<file path="src/rtl/debounce_pkg.sv">
// Shared FSM state encoding, default parameters and saturating counter helpers
// for the button debouncer.
package debounce_pkg;

  localparam logic [1:0] ST_IDLE       = 2'd0;
  localparam logic [1:0] ST_PRESS_PEND = 2'd1;
  localparam logic [1:0] ST_HELD       = 2'd2;
  localparam logic [1:0] ST_REL_PEND   = 2'd3;

  localparam int         DEF_NBTN           = 4;
  localparam int         DEF_STABLE_SAMPLES = 3;
  localparam int         DEF_REPEAT_DELAY   = 8;
  localparam int         DEF_REPEAT_RATE    = 3;
  localparam logic [3:0] DEF_REPEAT_MASK    = 4'b0011;

  function automatic logic [3:0] sat_inc4(input logic [3:0] v);
    return (v == 4'hF) ? v : v + 4'd1;
  endfunction

  function automatic logic [7:0] sat_dec8(input logic [7:0] v);
    return (v == 8'd0) ? v : v - 8'd1;
  endfunction

endpackage

</file>
<file path="src/rtl/debounce_chan.sv">
// One debounce channel: IDLE/PRESS_PEND/HELD/REL_PEND FSM plus auto-repeat counter.
// Pulses appear one clk after the deciding sample_en cycle; no backpressure.
module debounce_chan
  import debounce_pkg::*;
#(
  parameter int STABLE_SAMPLES = DEF_STABLE_SAMPLES,
  parameter int REPEAT_DELAY   = DEF_REPEAT_DELAY,
  parameter int REPEAT_RATE    = DEF_REPEAT_RATE,
  parameter bit REPEAT_EN      = 1'b1
) (
  input  logic clk,
  input  logic rst,
  input  logic sample_en,
  input  logic sample,
  output logic level,
  output logic press_pulse,
  output logic release_pulse
);

  localparam logic [3:0] STABLE_N = 4'(STABLE_SAMPLES);
  localparam logic [7:0] DELAY_N  = 8'(REPEAT_DELAY);
  localparam logic [7:0] RATE_N   = 8'(REPEAT_RATE);

  logic [1:0] state_q, state_d;
  logic [3:0] cnt_q, cnt_d;
  logic [7:0] rep_cnt_q, rep_cnt_d;
  logic       press_q, press_d;
  logic       rel_q, rel_d;
  logic [3:0] cnt_inc;
  logic [7:0] rep_dec;

  always_comb begin
    state_d   = state_q;
    cnt_d     = cnt_q;
    rep_cnt_d = rep_cnt_q;
    press_d   = 1'b0;
    rel_d     = 1'b0;
    cnt_inc   = sat_inc4(cnt_q);
    rep_dec   = sat_dec8(rep_cnt_q);
    if (sample_en) begin
      case (state_q)
        ST_IDLE: begin
          if (sample) begin
            if (STABLE_N == 4'd1) begin
              state_d   = ST_HELD;
              cnt_d     = 4'd0;
              rep_cnt_d = DELAY_N;
              press_d   = 1'b1;
            end else begin
              state_d = ST_PRESS_PEND;
              cnt_d   = 4'd1;
            end
          end
        end
        ST_PRESS_PEND: begin
          if (!sample) begin
            state_d = ST_IDLE;
            cnt_d   = 4'd0;
          end else if (cnt_inc >= STABLE_N) begin
            state_d   = ST_HELD;
            cnt_d     = 4'd0;
            rep_cnt_d = DELAY_N;
            press_d   = 1'b1;
          end else begin
            cnt_d = cnt_inc;
          end
        end
        ST_HELD: begin
          if (!sample) begin
            if (STABLE_N == 4'd1) begin
              state_d = ST_IDLE;
              rel_d   = 1'b1;
            end else begin
              state_d = ST_REL_PEND;
              cnt_d   = 4'd1;
            end
          end else if (REPEAT_EN) begin
            // Reaching zero fires a repeat and rearms at the faster rate.
            if (rep_dec == 8'd0) begin
              press_d   = 1'b1;
              rep_cnt_d = RATE_N;
            end else begin
              rep_cnt_d = rep_dec;
            end
          end
        end
        default: begin
          if (sample) begin
            state_d = ST_HELD;
            cnt_d   = 4'd0;
          end else if (cnt_inc >= STABLE_N) begin
            state_d = ST_IDLE;
            cnt_d   = 4'd0;
            rel_d   = 1'b1;
          end else begin
            cnt_d = cnt_inc;
          end
        end
      endcase
    end
  end

  always_ff @(posedge clk) begin
    if (rst) begin
      state_q   <= ST_IDLE;
      cnt_q     <= 4'd0;
      rep_cnt_q <= 8'd0;
      press_q   <= 1'b0;
      rel_q     <= 1'b0;
    end else begin
      state_q   <= state_d;
      cnt_q     <= cnt_d;
      rep_cnt_q <= rep_cnt_d;
      press_q   <= press_d;
      rel_q     <= rel_d;
    end
  end

  assign level         = (state_q == ST_HELD) || (state_q == ST_REL_PEND);
  assign press_pulse   = press_q;
  assign release_pulse = rel_q;

endmodule

</file>
<file path="src/rtl/btn_debouncer.sv">
// Multi-channel button debouncer with auto-repeat; shared tick sync/edge detect.
// sample_en lags the db_tick pin edge by 3 clk, events by one more; no backpressure.
module btn_debouncer
  import debounce_pkg::*;
#(
  parameter int              NBTN           = DEF_NBTN,
  parameter int              STABLE_SAMPLES = DEF_STABLE_SAMPLES,
  parameter int              REPEAT_DELAY   = DEF_REPEAT_DELAY,
  parameter int              REPEAT_RATE    = DEF_REPEAT_RATE,
  parameter logic [NBTN-1:0] REPEAT_MASK    = NBTN'(DEF_REPEAT_MASK)
) (
  input  logic            clk,
  input  logic            rst,
  input  logic            db_tick,
  input  logic [NBTN-1:0] btn_raw,
  output logic [NBTN-1:0] btn_level,
  output logic [NBTN-1:0] btn_press,
  output logic [NBTN-1:0] btn_release
);

  logic            tick_s1_q, tick_s1_d;
  logic            tick_s2_q, tick_s2_d;
  logic            tick_prev_q, tick_prev_d;
  logic            sample_en_q, sample_en_d;
  logic [NBTN-1:0] btn_s1_q, btn_s1_d;
  logic [NBTN-1:0] btn_s2_q, btn_s2_d;

  always_comb begin
    tick_s1_d   = db_tick;
    tick_s2_d   = tick_s1_q;
    tick_prev_d = tick_s2_q;
    sample_en_d = tick_s2_q & ~tick_prev_q;
    btn_s1_d    = btn_raw;
    btn_s2_d    = btn_s1_q;
  end

  always_ff @(posedge clk) begin
    if (rst) begin
      tick_s1_q   <= 1'b0;
      tick_s2_q   <= 1'b0;
      tick_prev_q <= 1'b0;
      sample_en_q <= 1'b0;
      btn_s1_q    <= '0;
      btn_s2_q    <= '0;
    end else begin
      tick_s1_q   <= tick_s1_d;
      tick_s2_q   <= tick_s2_d;
      tick_prev_q <= tick_prev_d;
      sample_en_q <= sample_en_d;
      btn_s1_q    <= btn_s1_d;
      btn_s2_q    <= btn_s2_d;
    end
  end

  for (genvar i = 0; i < NBTN; i++) begin : g_chan
    debounce_chan #(
      .STABLE_SAMPLES(STABLE_SAMPLES),
      .REPEAT_DELAY  (REPEAT_DELAY),
      .REPEAT_RATE   (REPEAT_RATE),
      .REPEAT_EN     (REPEAT_MASK[i])
    ) u_chan (
      .clk          (clk),
      .rst          (rst),
      .sample_en    (sample_en_q),
      .sample       (btn_s2_q[i]),
      .level        (btn_level[i]),
      .press_pulse  (btn_press[i]),
      .release_pulse(btn_release[i])
    );
  end

endmodule

</file>
<file path="config.mk">
export PLATFORM = sky130hd
export DESIGN_NAME = btn_debouncer
export DESIGN_NICKNAME = d
export VERILOG_FILES = /design/src/rtl/debounce_pkg.sv /design/src/rtl/debounce_chan.sv /design/src/rtl/btn_debouncer.sv
export SDC_FILE = /design/constraint.sdc
export NUM_CORES = 1
export LEC_CHECK = 0
export CORE_MARGIN = 10
export CORE_UTILIZATION = 40
export DETAILED_ROUTE_END_ITERATION = 6
export SLEW_MARGIN = 30
export SYNTH_ARGS = -nofsm -noshare
export SYNTH_HDL_FRONTEND = slang
export SYNTH_SLANG_ARGS = --single-unit
</file>
<file path="constraint.sdc">
create_clock -name clk -period 3.9 [get_ports clk]
set_input_delay 0.78 -clock clk [delete_from_list [all_inputs] [get_ports clk]]
set_output_delay 0.78 -clock clk [all_outputs]
set_load 0.02 [all_outputs]
</file>
* Yosys cells after proc, flatten, opt, wreduce, memory -nomap -nowiden
Index checks and enable logic that the tools add are counted.
** Cells by class
- $add $sub $neg :: 6
- $lt $le $gt $ge :: 4
- Equal/unequal tests :: 34
- Muxes and demuxes :: 80
- Bitwise gates (word level) :: 7
- Reductions and logical operators :: 35
** Operator list (count)
- $mux W4 :: 24
- $mux W8 :: 10
- $mux W2 :: 24
- $pmux W4 S3 :: 4
- $logic_not A8 Y1 :: 4
- $pmux W8 S2 :: 2
- $reduce_and A5 Y1 :: 6
- $ne A2 B2 Y1 const B :: 12
- $pmux W2 S3 :: 4
- $reduce_or A6 Y1 :: 4
- $add A4 B1 Y4 const B :: 4
- $eq A2 B2 Y1 const B :: 8
- $eq A4 B4 Y1 const B :: 4
- $ge A4 B2 Y1 const B :: 4
- $reduce_bool A4 Y1 :: 4
- $sub A8 B1 Y8 const B :: 2
- $ne A3 B2 Y1 const B :: 4
- $reduce_and A3 Y1 :: 4
- $mux W1 :: 10
- $eq A2 B1 Y1 const B :: 4
- $logic_not A2 Y1 :: 4
- $reduce_or A4 Y1 :: 2
- $not A1 Y1 :: 6
- $logic_or A1 B1 Y1 :: 4
- 5 further kinds :: 8
** Word-level totals
- Flip-flop bits (word level) :: 60
- Input bits :: 7
- Logic and storage cells :: 190

* Longest topological paths before layout
Gate-level depths: netlist (run 1).
- Depth in word-level cells :: 6
- Depth in mapped cells :: 8
- Depth with buffers taken out :: 7

* By module
From an unflattened synthesis (run 1), not the netlist that was laid out.
** Second synthesis, totals
- Cell total of the unflattened synthesis :: 419
- Area, all modules :: 3642.2 sq um
** By module, submodules not included
- debounce_chan (g_chan[1].u_chan) :: instances 1, cells each 144, area each 1182.4 sq um
- debounce_chan (g_chan[0].u_chan) :: instances 1, cells each 140, area each 1156.1 sq um
- debounce_chan (g_chan[2].u_chan ...) :: instances 2, cells each 55, area each 485.5 sq um
- btn_debouncer :: instances 1, cells each 25, area each 332.8 sq um

* Worst setup path after synthesis (run 1)
OpenSTA, ideal clock, no wires.
- Kind :: register to output
- From :: register g_chan[0].u_chan.state_q[0]
- To :: output btn_level[0]
- Arrival time :: 1.238 ns
- Data required time :: 3.120 ns
- Setup slack :: 1.882 ns
- Cell stages (with the launch flop) :: 6
- Buffers on the path :: 2
- Cell sequence :: dfxtp_1 inv_1 ha_1 clkbuf_1 or2_2 buf_4
** Between the ends
- Cells in the longest elaborated chain, start to end :: 2
- Elaborated cells between the ends (all ways) :: 3
- Classes of those cells :: eq/ne: 2; reduce/logical: 1
** Ends and longest elaborated chain
- start, declared :: RTL line debounce_chan.sv:24 : logic [1:0] state_q, state_d;
- start signal, assigned :: RTL line debounce_chan.sv:111 : state_q <= state_d;
- $eq A2 B2 Y1 :: RTL line debounce_chan.sv:119 : assign level = (state_q == ST_HELD) || (state_q == ST_REL_PEND);
- $logic_or A1 B1 Y1 * :: RTL line debounce_chan.sv:119
- end, declared :: RTL line btn_debouncer.sv:16 : output logic [NBTN-1:0] btn_level,
Mark *: on every way between the ends. The rest lies on a longest branch, timed or not.

* Worst setup path in the final report (run 1)
Ends and elaborated chain as after synthesis.

==> metrics.txt, run 1 <==
Critical R2R Capture g_chan[1].u_chan.rep_cnt_q[1]; placed inst area 3660 µm²; Post-Syn Area per Cell 8.71 µm²; worst slew pin tran 0.849 ns; number of global-route vias before repair 2704; die height 114 µm; Initial DRT Pass Iterations 4; status finished, final reports clean; wire length of the first global-routing pass 12.5 mm; Async SR Flop Fraction 0%; PD cells 330 nW/µm²; Hold Path Stages 1; Final setup viols 0; NetSw 259 µW; flops & latches, synth 60; Worst-path clk slew 0.06 ns; dominant cell type by area after synthesis dfxtp_1; Routed WL per cell 14.4 µm; crit path DAT 2.03 ns; Inst Count DP 498; worst-skew pair later-pin latency 0.34 ns; I/O Pins 19; Setup Skew 0.00689 ns; Post-CTS Resized 0; utilization after layout 45.0%; Int Pwr 1.02 mW; DIE AREA 12900 µm²; via count 2879; PortBufs 18; top area cells in the synthesized netlist dfxtp_1 34%, ha_1 8.6%, nor2b_1 4.5%; Final ANT Viol Nets 0; die width 114 µm; CP startpoint kind flop; Max Cap Viol 0; dpl hpwl 5.31 mm; largest net degree at the start of global routing 27; Tightest Hold Check Type reg2reg; n_diodes 0; fin cells 513; Max Buffers Root-to-Sink 2; synthesized area 3500 µm²; CTS tree built; Final GP Congestion 0.817; Clock Tree Root clkbuf_8; commonest non-fill, non-tap cells in the layout 60 x dfxtp_1, 25 x nor2_1, 25 x nor2b_1, 24 x ha_1; post-route cell area 3880 µm²; R2R Path Start g_chan[1].u_chan.rep_cnt_q[0]; Syn Inst Count 402; leakage power 1.49 nW; Seq pwr share 48.7%; layout cell share with drive strength beyond 1 7.90%; setup TNS 0 ns; synth-to-layout area growth 10.9%; Setup crit start g_chan[0].u_chan.state_q[0]; IR drop worst, VDD 221 µV; Post-synth EDFFs 0; Max Clock Freq 356 MHz; GRT overflow 0; Final Cycle Share 72.0%; Distinct cells, synth 66; Fin. Hold Viols 0; critical-path maximum fanout 10; final wirelength 7.37 mm; Synth Warn # 0; Core ar. 8640 µm²; post-synth net total 433; switch share 20.2%; residual DRC count 0; R2R setup slack 1.63 ns; Rel. slew slack 42.6%; unrepaired setup endpoints after global routing false; Clk network pwr share 49.1%; Post-CTS Setup Bufs 0; H-Tree Depth 3; Final Max Slew Viols 0; detailed-route vias per instance 5.61; required time worst endpoint 3.12 ns; Logic pwr share 2.2%; Yosys top cell area share 34.3%; cts hold-fix bufs 0; sequential-to-total area share from yosys stat 34.3%; Main synth FF type dfxtp_1; FP Rows 34; initial antenna violation count 0; most common cell after layout, fill and taps aside dfxtp_1; Hold WS 0.389 ns; # nets final 432; TritonCTS sink count 60; cts bufs inserted 9; R2R cell count 7; CP Class reg2out; All-Layer GR Usage 11.5%; starting density of the core 40.6%; Tmin final 2.81 ns; # fillers 848; Setup crit end btn_level[0]; CP endpoint kind output pin; 1st-iter DRT viols 127
routing by layer:
layer  global-route usage (%)  wire length, µm  part of all wire, %  up-vias
met5                        0                0                    0        -
met4                     4.06              119                  1.6        0
met3                     3.78              284                  3.9       13
met2                     19.4             3520                   48       40
met1                     13.3             3440                   47     1358
li1                         -                -                    -     1468
critical path, stage by stage (launching register included):
cell and delay (ns):
dfxtp_1 0.39, inv_1 0.10, ha_1 0.32, or2_2 0.34, clkdlybuf4s50_1 0.54
worst min path at each step:
stage | startpoint | end | slack, ns
detailed placement | tick_prev_q | sample_en_q | 0.38
finish | tick_prev_q | sample_en_q | 0.39
CTS | tick_prev_q | sample_en_q | 0.39
global placement | tick_prev_q | sample_en_q | 0.37
floorplan | tick_prev_q | sample_en_q | 0.37
global route | tick_prev_q | sample_en_q | 0.41
power by group through the flow:
stage               registers [mW]  clock network (mW)  logic (mW)
finish                       0.624               0.629      0.0277
CTS                          0.624               0.646      0.0282
detailed placement           0.638                   0      0.0283
global route                 0.625               0.668      0.0312
floorplan                    0.634                   0      0.0207
global placement             0.638                   0      0.0279
final cells by class:
class                           instances  area [µm²]  area share, %
Multi-Input combinational cell        292        2060           53.0
Sequential cell                        60        1200           30.9
Timing Repair Buffer                   20         195           5.03
Clock buffer                           11         151           3.90
Tap cell                              108         135           3.48
Clock inverter                          4        72.6           1.87
Inverter                               18        67.6           1.74
sequential cells by signal (all words and copies together), names as in the netlist, named ones only:
name	count
btn_s1_q	4
btn_s2_q	4
g_chan.u_chan.cnt_q	16
g_chan.u_chan.press_pulse	4
g_chan.u_chan.release_pulse	4
g_chan.u_chan.rep_cnt_q	16
g_chan.u_chan.state_q	4
sample_en_q	1
tick_prev_d	1
tick_prev_q	1
tick_s1_q	1
stage by stage:
| step | setup WS (ns) | total power, mW |
|---|---|---|
| finish | 1.09 | 1.28 |
| global route | 0.987 | 1.32 |
| CTS | 1.07 | 1.30 |
| detailed placement | 1.13 | 0.666 |
| global placement | 1.15 | 0.666 |
| floorplan | 1.88 | 0.654 |
synth_stat cells, types with 3 or more instances:
cell       n
a211oi_1  13
a21bo_2    4
a21o_1     4
a21oi_1   20
a311oi_1   5
a31oi_1    3
and2_1     4
and3_1     4
buf_4     12
clkbuf_1  17
dfxtp_1   60
ha_1      24
inv_1     18
mux2i_1    9
nand2_1   20
nand2b_1   6
nand3_1   13
nand4_1    4
nor2_1    25
nor2b_1   25
nor3_1    11
nor3b_1    6
nor4_1     4
o211a_1    4
o211ai_1   9
o21a_1     4
o21ai_0   14
o221ai_1   3
or2_2      5
or3_1      4
logic make-up (layout without fill, tap and decap cells):
family                   Yosys count  count (layout)  synth area share (%)
AO/OA/AOI/OAI                    110             110                  23.5
buffers and inverters             50              53                  6.93
flip-flops                        60              60                  34.3
XOR/XNOR                           3               3                 0.750
AND/OR/NAND/NOR                  145             145                  23.0
multiplexers                      10              10                  2.89
adder cells (fa/ha/maj)           24              24                  8.57
Note: power is estimated with default switching activity, not from simulation.
==> inputs of run 2 (changes only) <==
Clock period 3.9 ns to 2.8 ns, I/O delays scaled along.
==> run 2 against run 1 <==
Net effect: first-iteration DRC count is 3.1% lower; count of clock-buffer cells in the layout stayed put; clock skew is 0.0023 ns higher; largest cell class unchanged; global-route usage is 0.13 points lower; non-clock buffer count is 3 higher; final cell count is 0.78% higher; critical endpoint unchanged; highest routed layer unchanged; largest power group is now sequential cells; critical path depth stayed put; flip-flop and latch count stayed put; sequential power is 39% higher; worst hold slack better by 0.0057 ns; utilization is 0.30 points higher.
==> metrics.txt, run 2 (synthesis results as in run 1) <==
CP startpoint kind flop; Largest regs g_chan.u_chan.cnt_q (16), g_chan.u_chan.rep_cnt_q (16); Max Clock Freq 389 MHz; PortBufs 18 (unchanged); R2R cell count 6 (-1); via count 2855 (-0.83%); die height 114 µm (unchanged); Final setup viols 0 (unchanged); Core ar. 8640 µm² (unchanged); Tmin final 2.57 ns; 1st-iter DRT viols 123 (-3.1%); Final Cycle Share 91.8%; starting density of the core 40.6% (unchanged); detailed-route vias per instance 5.52 (-1.6%); Worst-path clk slew 0.07 ns (about the same); Post-CTS Setup Bufs 0 (unchanged); CP Class reg2out; final wirelength 7.26 mm (-1.5%); Max Buffers Root-to-Sink 2 (unchanged); Final Max Slew Viols 0 (unchanged); leakage power 1.51 nW (+1.3%); Final ANT Viol Nets 0 (unchanged); CP Cell Sequence inv_1 -> ha_1 -> or2_2 -> clkdlybuf4s50_1; dpl hpwl 5.11 mm (-3.8%); PD cells 452 nW/µm² (+37%); synth-to-layout area growth 11.6%; R2R setup slack 0.55 ns (-1.08 ns); Met2 Wirelength 3.44 mm (-2.2%); Setup crit end btn_level[0]; R2R Path Start g_chan[1].u_chan.cnt_q[0]; status finished, final reports clean; residual DRC count 0 (unchanged); worst-skew pair later-pin latency 0.33 ns (about the same); Final GP Congestion 0.868 (+6.2%); worst slew pin tran 0.669 ns (-0.180 ns); Max Used Layer met4; setup TNS 0 ns (unchanged); H-Tree Depth 3 (unchanged); initial antenna violation count 0 (unchanged); I/O Pins 19 (unchanged); Routed WL per cell 14.0 µm (-2.2%); CTS tree built; critical-path maximum fanout 10 (unchanged); Initial DRT Pass Iterations 4 (unchanged); Setup Skew 0.00914 ns (+0.00225 ns); number of global-route vias before repair 2668 (-1.3%); CP max-delay cell clkdlybuf4s50_1; cts bufs inserted 9 (unchanged); Max Cap Viol 0 (unchanged); n_diodes 0 (unchanged); placed inst area 3690 µm² (+0.96%); Tightest Hold Check Type reg2reg; GRT overflow 0 (unchanged); cts hold-fix bufs 0 (unchanged); Setup crit start g_chan[0].u_chan.state_q[0]; most common cell after layout, fill and taps aside dfxtp_1; M1 wire length 3.47 mm (+0.93%); DIE AREA 12900 µm² (unchanged); All-Layer GR Usage 11.4% (-0.13 points); required time worst endpoint 2.24 ns (-0.88 ns); commonest non-fill, non-tap cells in the layout 60 x dfxtp_1, 25 x nor2_1, 25 x nor2b_1, 24 x ha_1; TritonCTS sink count 60 (unchanged); # nets final 435 (+0.69%); wire length of the first global-routing pass 12.3 mm (-1.4%); Clock Tree Root clkbuf_8; DR WL met3 284 µm (unchanged); Fin. Hold Viols 0 (unchanged); unrepaired setup endpoints after global routing false; largest net degree at the start of global routing 45 (+67%); post-route cell area 3910 µm² (+0.68%); IR drop worst, VDD 250 µV (+13%); die width 114 µm (unchanged); CP endpoint kind output pin; crit path DAT 2.01 ns (-0.02 ns); Critical R2R Capture g_chan[1].u_chan.rep_cnt_q[3]; FP Rows 34 (unchanged); Post-CTS Resized 0 (unchanged); Rel. slew slack 54.3% (+12 points); layout cell share with drive strength beyond 1 8.56% (+0.66 points); Critical Path Max Stage Delay 0.54 ns (about the same)
run 2: cell types whose count changed in the layout (fill, tap and decap cells not counted):
cell / before / now
a2111oi_0: 1 / 2
clkinv_2: 1 / 3
buf_4: 2 / 4
clkinvlp_4: 1 / 0
clkbuf_1: 0 / 1
clkbuf_8: 11 / 10
a2111oi_1: 1 / 0
buf_12: 0 / 1
run 2: layout make-up:
type / count / area [µm²]
Fill cell: 828 / 4730
Multi-Input combinational cell: 292 / 2060
Sequential cell: 60 / 1200
Timing Repair Buffer: 23 / 230
Clock buffer: 11 / 141
Tap cell: 108 / 135
Clock inverter: 5 / 75.1
Inverter: 18 / 67.6
run 2: power by group:
group / switching (mW) / internal (mW) / leakage, nW
Clock: 0.334 / 0.521 / 0.113
Sequential: 0.00790 / 0.861 / 0.485
Combinational: 0.0216 / 0.0202 / 0.909
run 2: worst min path at each step:
stage / start / to / slack (ns) / depth (start not counted)
detailed placement: tick_prev_q / sample_en_q / 0.38 / 1
CTS: tick_prev_q / sample_en_q / 0.39 / 1
global route: tick_prev_q / sample_en_q / 0.44 / 1
floorplan: tick_prev_q / sample_en_q / 0.37 / 1
finish: tick_prev_q / sample_en_q / 0.39 / 1
global placement: tick_prev_q / sample_en_q / 0.37 / 1
run 2: per-layer routing:
layer / track usage, % / up-vias
met1: 13.7 / 1339
met2: 18.6 / 43
met3: 3.46 / 4
met4: 4.40 / 0
met5: 0 / -
li1: - / 1469
run 2: worst max-delay path, delay by kind of cell (launching register included):
kind	cells	cell delay, ns
flops	1	0.39
buf+inv	2	0.64
simple gates	1	0.33
fa+ha+maj	1	0.32
run 2: through the flow:
step / total power [mW] / hold slack (ns) / setup slack [ns] / util (%) / cells
floorplan: 0.911 / 0.367 / 0.860 / - / 402
global placement: 0.931 / 0.373 / 0.609 / 42.8 / 501
detailed placement: 0.931 / 0.376 / 0.580 / 42.8 / 501
CTS: 1.79 / 0.388 / 0.201 / 45.3 / 517
global route: 1.84 / 0.440 / 0.152 / 45.3 / 517
finish: 1.77 / 0.395 / 0.230 / 45.3 / 517
==> inputs of run 3 (changes only) <==
Settings changed: SYNTH_HIERARCHICAL set to 1.
Clock period 2.8 ns to 2.2 ns, I/O delays scaled along.
==> run 3 against run 2 <==
Net effect: utilization is 3.1 points higher; critical endpoint unchanged; global-route usage up 0.89 points; setup slack got worse by 0.14 ns.
==> metrics.txt, run 3 <==
status finished, final reports clean; All-Layer GR Usage 12.3% (+0.89 points); CP startpoint kind flop; Pwr Total 2.33 mW (+32%); Tmin final 2.11 ns; commonest non-fill, non-tap cells in the layout 58 x dfxtp_1, 33 x nor2_1, 30 x a21oi_1, 26 x nand2_1, 23 x ha_1; post-synth net total 450 (+3.9%); final wirelength 7.77 mm (+7.0%); Final ANT Viol Nets 0 (unchanged); worst slew pin tran 0.565 ns (-0.104 ns); unrepaired setup endpoints after global routing false; Main synth FF type dfxtp_1; wire length of the first global-routing pass 13.6 mm (+10%); DIE AREA 13300 µm² (+3.3%); IR drop worst, VDD 401 µV (+60%); synthesized area 3640 µm² (+4.0%); die height 115 µm (+1.6%); Critical Path Max Stage Delay 0.40 ns (-0.14 ns); Inst Count DP 548 (+9.4%); GRT overflow 0 (unchanged); most frequent cells after synthesis 60 x dfxtp_1, 33 x nor2_1, 31 x a21oi_1; starting density of the core 41.4% (+0.81 points); largest net degree at the start of global routing 32 (-29%); n_diodes 0 (unchanged); Post-CTS Setup Bufs 0 (unchanged); Fin. Hold Viols 0 (unchanged); # nets final 482 (+11%); dominant cell type by area after synthesis dfxtp_1; required time worst endpoint 1.76 ns (-0.48 ns); Async SR Flop Fraction 0% (unchanged); Post-synth EDFFs 0 (unchanged); Final Max Slew Viols 0 (unchanged); top area cells in the synthesized netlist dfxtp_1 33%, ha_1 8.2%, a21oi_1 4.3%; Worst-path clk slew 0.07 ns (about the same); utilization after layout 48.3% (+3.1 points); fin cells 564 (+9.1%); Max Cap Viol 0 (unchanged); Final setup viols 0 (unchanged); Syn Inst Count 419 (+4.2%); flops & latches, synth 60 (unchanged); # fillers 867 (+4.7%); leakage power 1.68 nW (+11%); top-count cell post-synth dfxtp_1; sequential-to-total area share from yosys stat 33.0% (-1.3 points); worst-skew pair later-pin latency 0.34 ns (about the same); CP Class reg2out; Synth Warn # 6 (+6); CTS tree built; CP Cell Sequence inv_1 -> ha_1 -> or2_2 -> dlygate4sd2_1; CP endpoint kind output pin; most common cell after layout, fill and taps aside dfxtp_1; Final Cycle Share 95.8%; TritonCTS sink count 60 (unchanged); PortBufs 18 (unchanged); 1st-iter DRT viols 145 (+18%); Max Buffers Root-to-Sink 2 (unchanged); Initial DRT Pass Iterations 4 (unchanged); cts bufs inserted 9 (unchanged); synth-to-layout area growth 16.8%; H-Tree Depth 3 (unchanged); Distinct cells, synth 67 (+1.5%); initial antenna violation count 0 (unchanged); FP Rows 34 (unchanged); Tightest Hold Check Type reg2reg; residual DRC count 0 (unchanged); Max Clock Freq 475 MHz; CP bufs+invs 2 (unchanged); Rel. slew slack 61.8% (+7.6 points); detailed-route vias per instance 5.49 (-0.66%); die width 115 µm (+1.6%); Clock Tree Root clkbuf_8; number of global-route vias before repair 2973 (+11%); PD cells 548 nW/µm² (+21%); Post-Syn Area per Cell 8.69 µm² (-0.22%); area of the multi-input gates 2280 µm² (+11%); dpl hpwl 5.64 mm (+11%); Core ar. 8810 µm² (+2.0%); Seq. cell area 1200 µm² (+0.21%); layout cell share with drive strength beyond 1 16.7% (+8.1 points); Yosys top cell area share 33.0% (-1.3 points); Setup Skew 0.0111 ns (+0.00198 ns); cell family with most CP delay buffers and inverters; post-route cell area 4260 µm² (+8.9%); crit path DAT 1.67 ns (-0.34 ns); Routed WL per cell 13.8 µm (-2.0%); critical-path maximum fanout 4 (-6); Largest regs g_chan.u_chan/cnt_q (16), g_chan.u_chan/rep_cnt_q (16); Final GP Congestion 0.878 (+1.1%); I/O Pins 19 (unchanged); setup TNS 0 ns (unchanged); placed inst area 4010 µm² (+8.7%); CP max-delay cell dfxtp_1; via count 3094 (+8.4%)
## run 3: cells by family (layout without fill, tap and decap cells)
family	after synthesis	after routing	share of synthesized area (%)
xor+xnor	4	4	0.962
buf+inv	38	75	4.64
mux	17	17	4.91
compound gates	97	97	19.5
flops	60	60	33.0
fa+ha+maj	24	24	8.24
simple gates	179	179	28.8
## run 3: final timing paths
kind / start / end / slack (ns) / cells past startpoint
max: g_chan[0].u_chan/state_q[0] / btn_level[0] / 0.09 / 4
min reg2reg: tick_prev_q / sample_en_q / 0.41 / 1
max reg2reg: g_chan[1].u_chan/cnt_q[0] / g_chan[1].u_chan/rep_cnt_q[4] / 0.11 / 6
min: tick_prev_q / sample_en_q / 0.41 / 1
## run 3: power by group
group	switching (mW)	leakage [nW]	internal [mW]	total (mW)
clock	0.431	0.122	0.727	1.16
combinational	0.0401	1.07	0.0327	0.0728
sequential	0.00664	0.486	1.10	1.10
## run 3: repair_timing
item / CTS / global route
pin swaps: 0 / 1
resized for setup: 5 / 5
endpoints found under the setup margin: 4 / 11
hold buffers: 0 / 0
## run 3: stage by stage
stage,setup slack (ns),hold slack [ns]
3_3_place_gp,0.172,0.392
2_1_floorplan,0.0662,0.389
6_report,0.0926,0.407
3_5_place_dp,0.0822,0.404
5_1_grt,0.00612,0.422
4_1_cts,0.0375,0.409
## run 3: layer usage
layer / vias to the layer above / part of all wire [%] / global-route usage, %
li1: 1586 / - / -
met1: 1455 / 48 / 15.3
met2: 38 / 47 / 19.8
met3: 15 / 3.9 / 3.36
met4: 0 / 1.5 / 4.56
met5: - / 0 / 0
## run 3: final cells by class
cell class / count / share of cell area, %
tap: 108 / 3.18
clock inverter: 4 / 1.65
inverter: 21 / 1.85
multi-input combinational: 321 / 53.6
sequential: 60 / 28.3
timing repair buffer: 38 / 7.53
clock buffer: 12 / 3.88
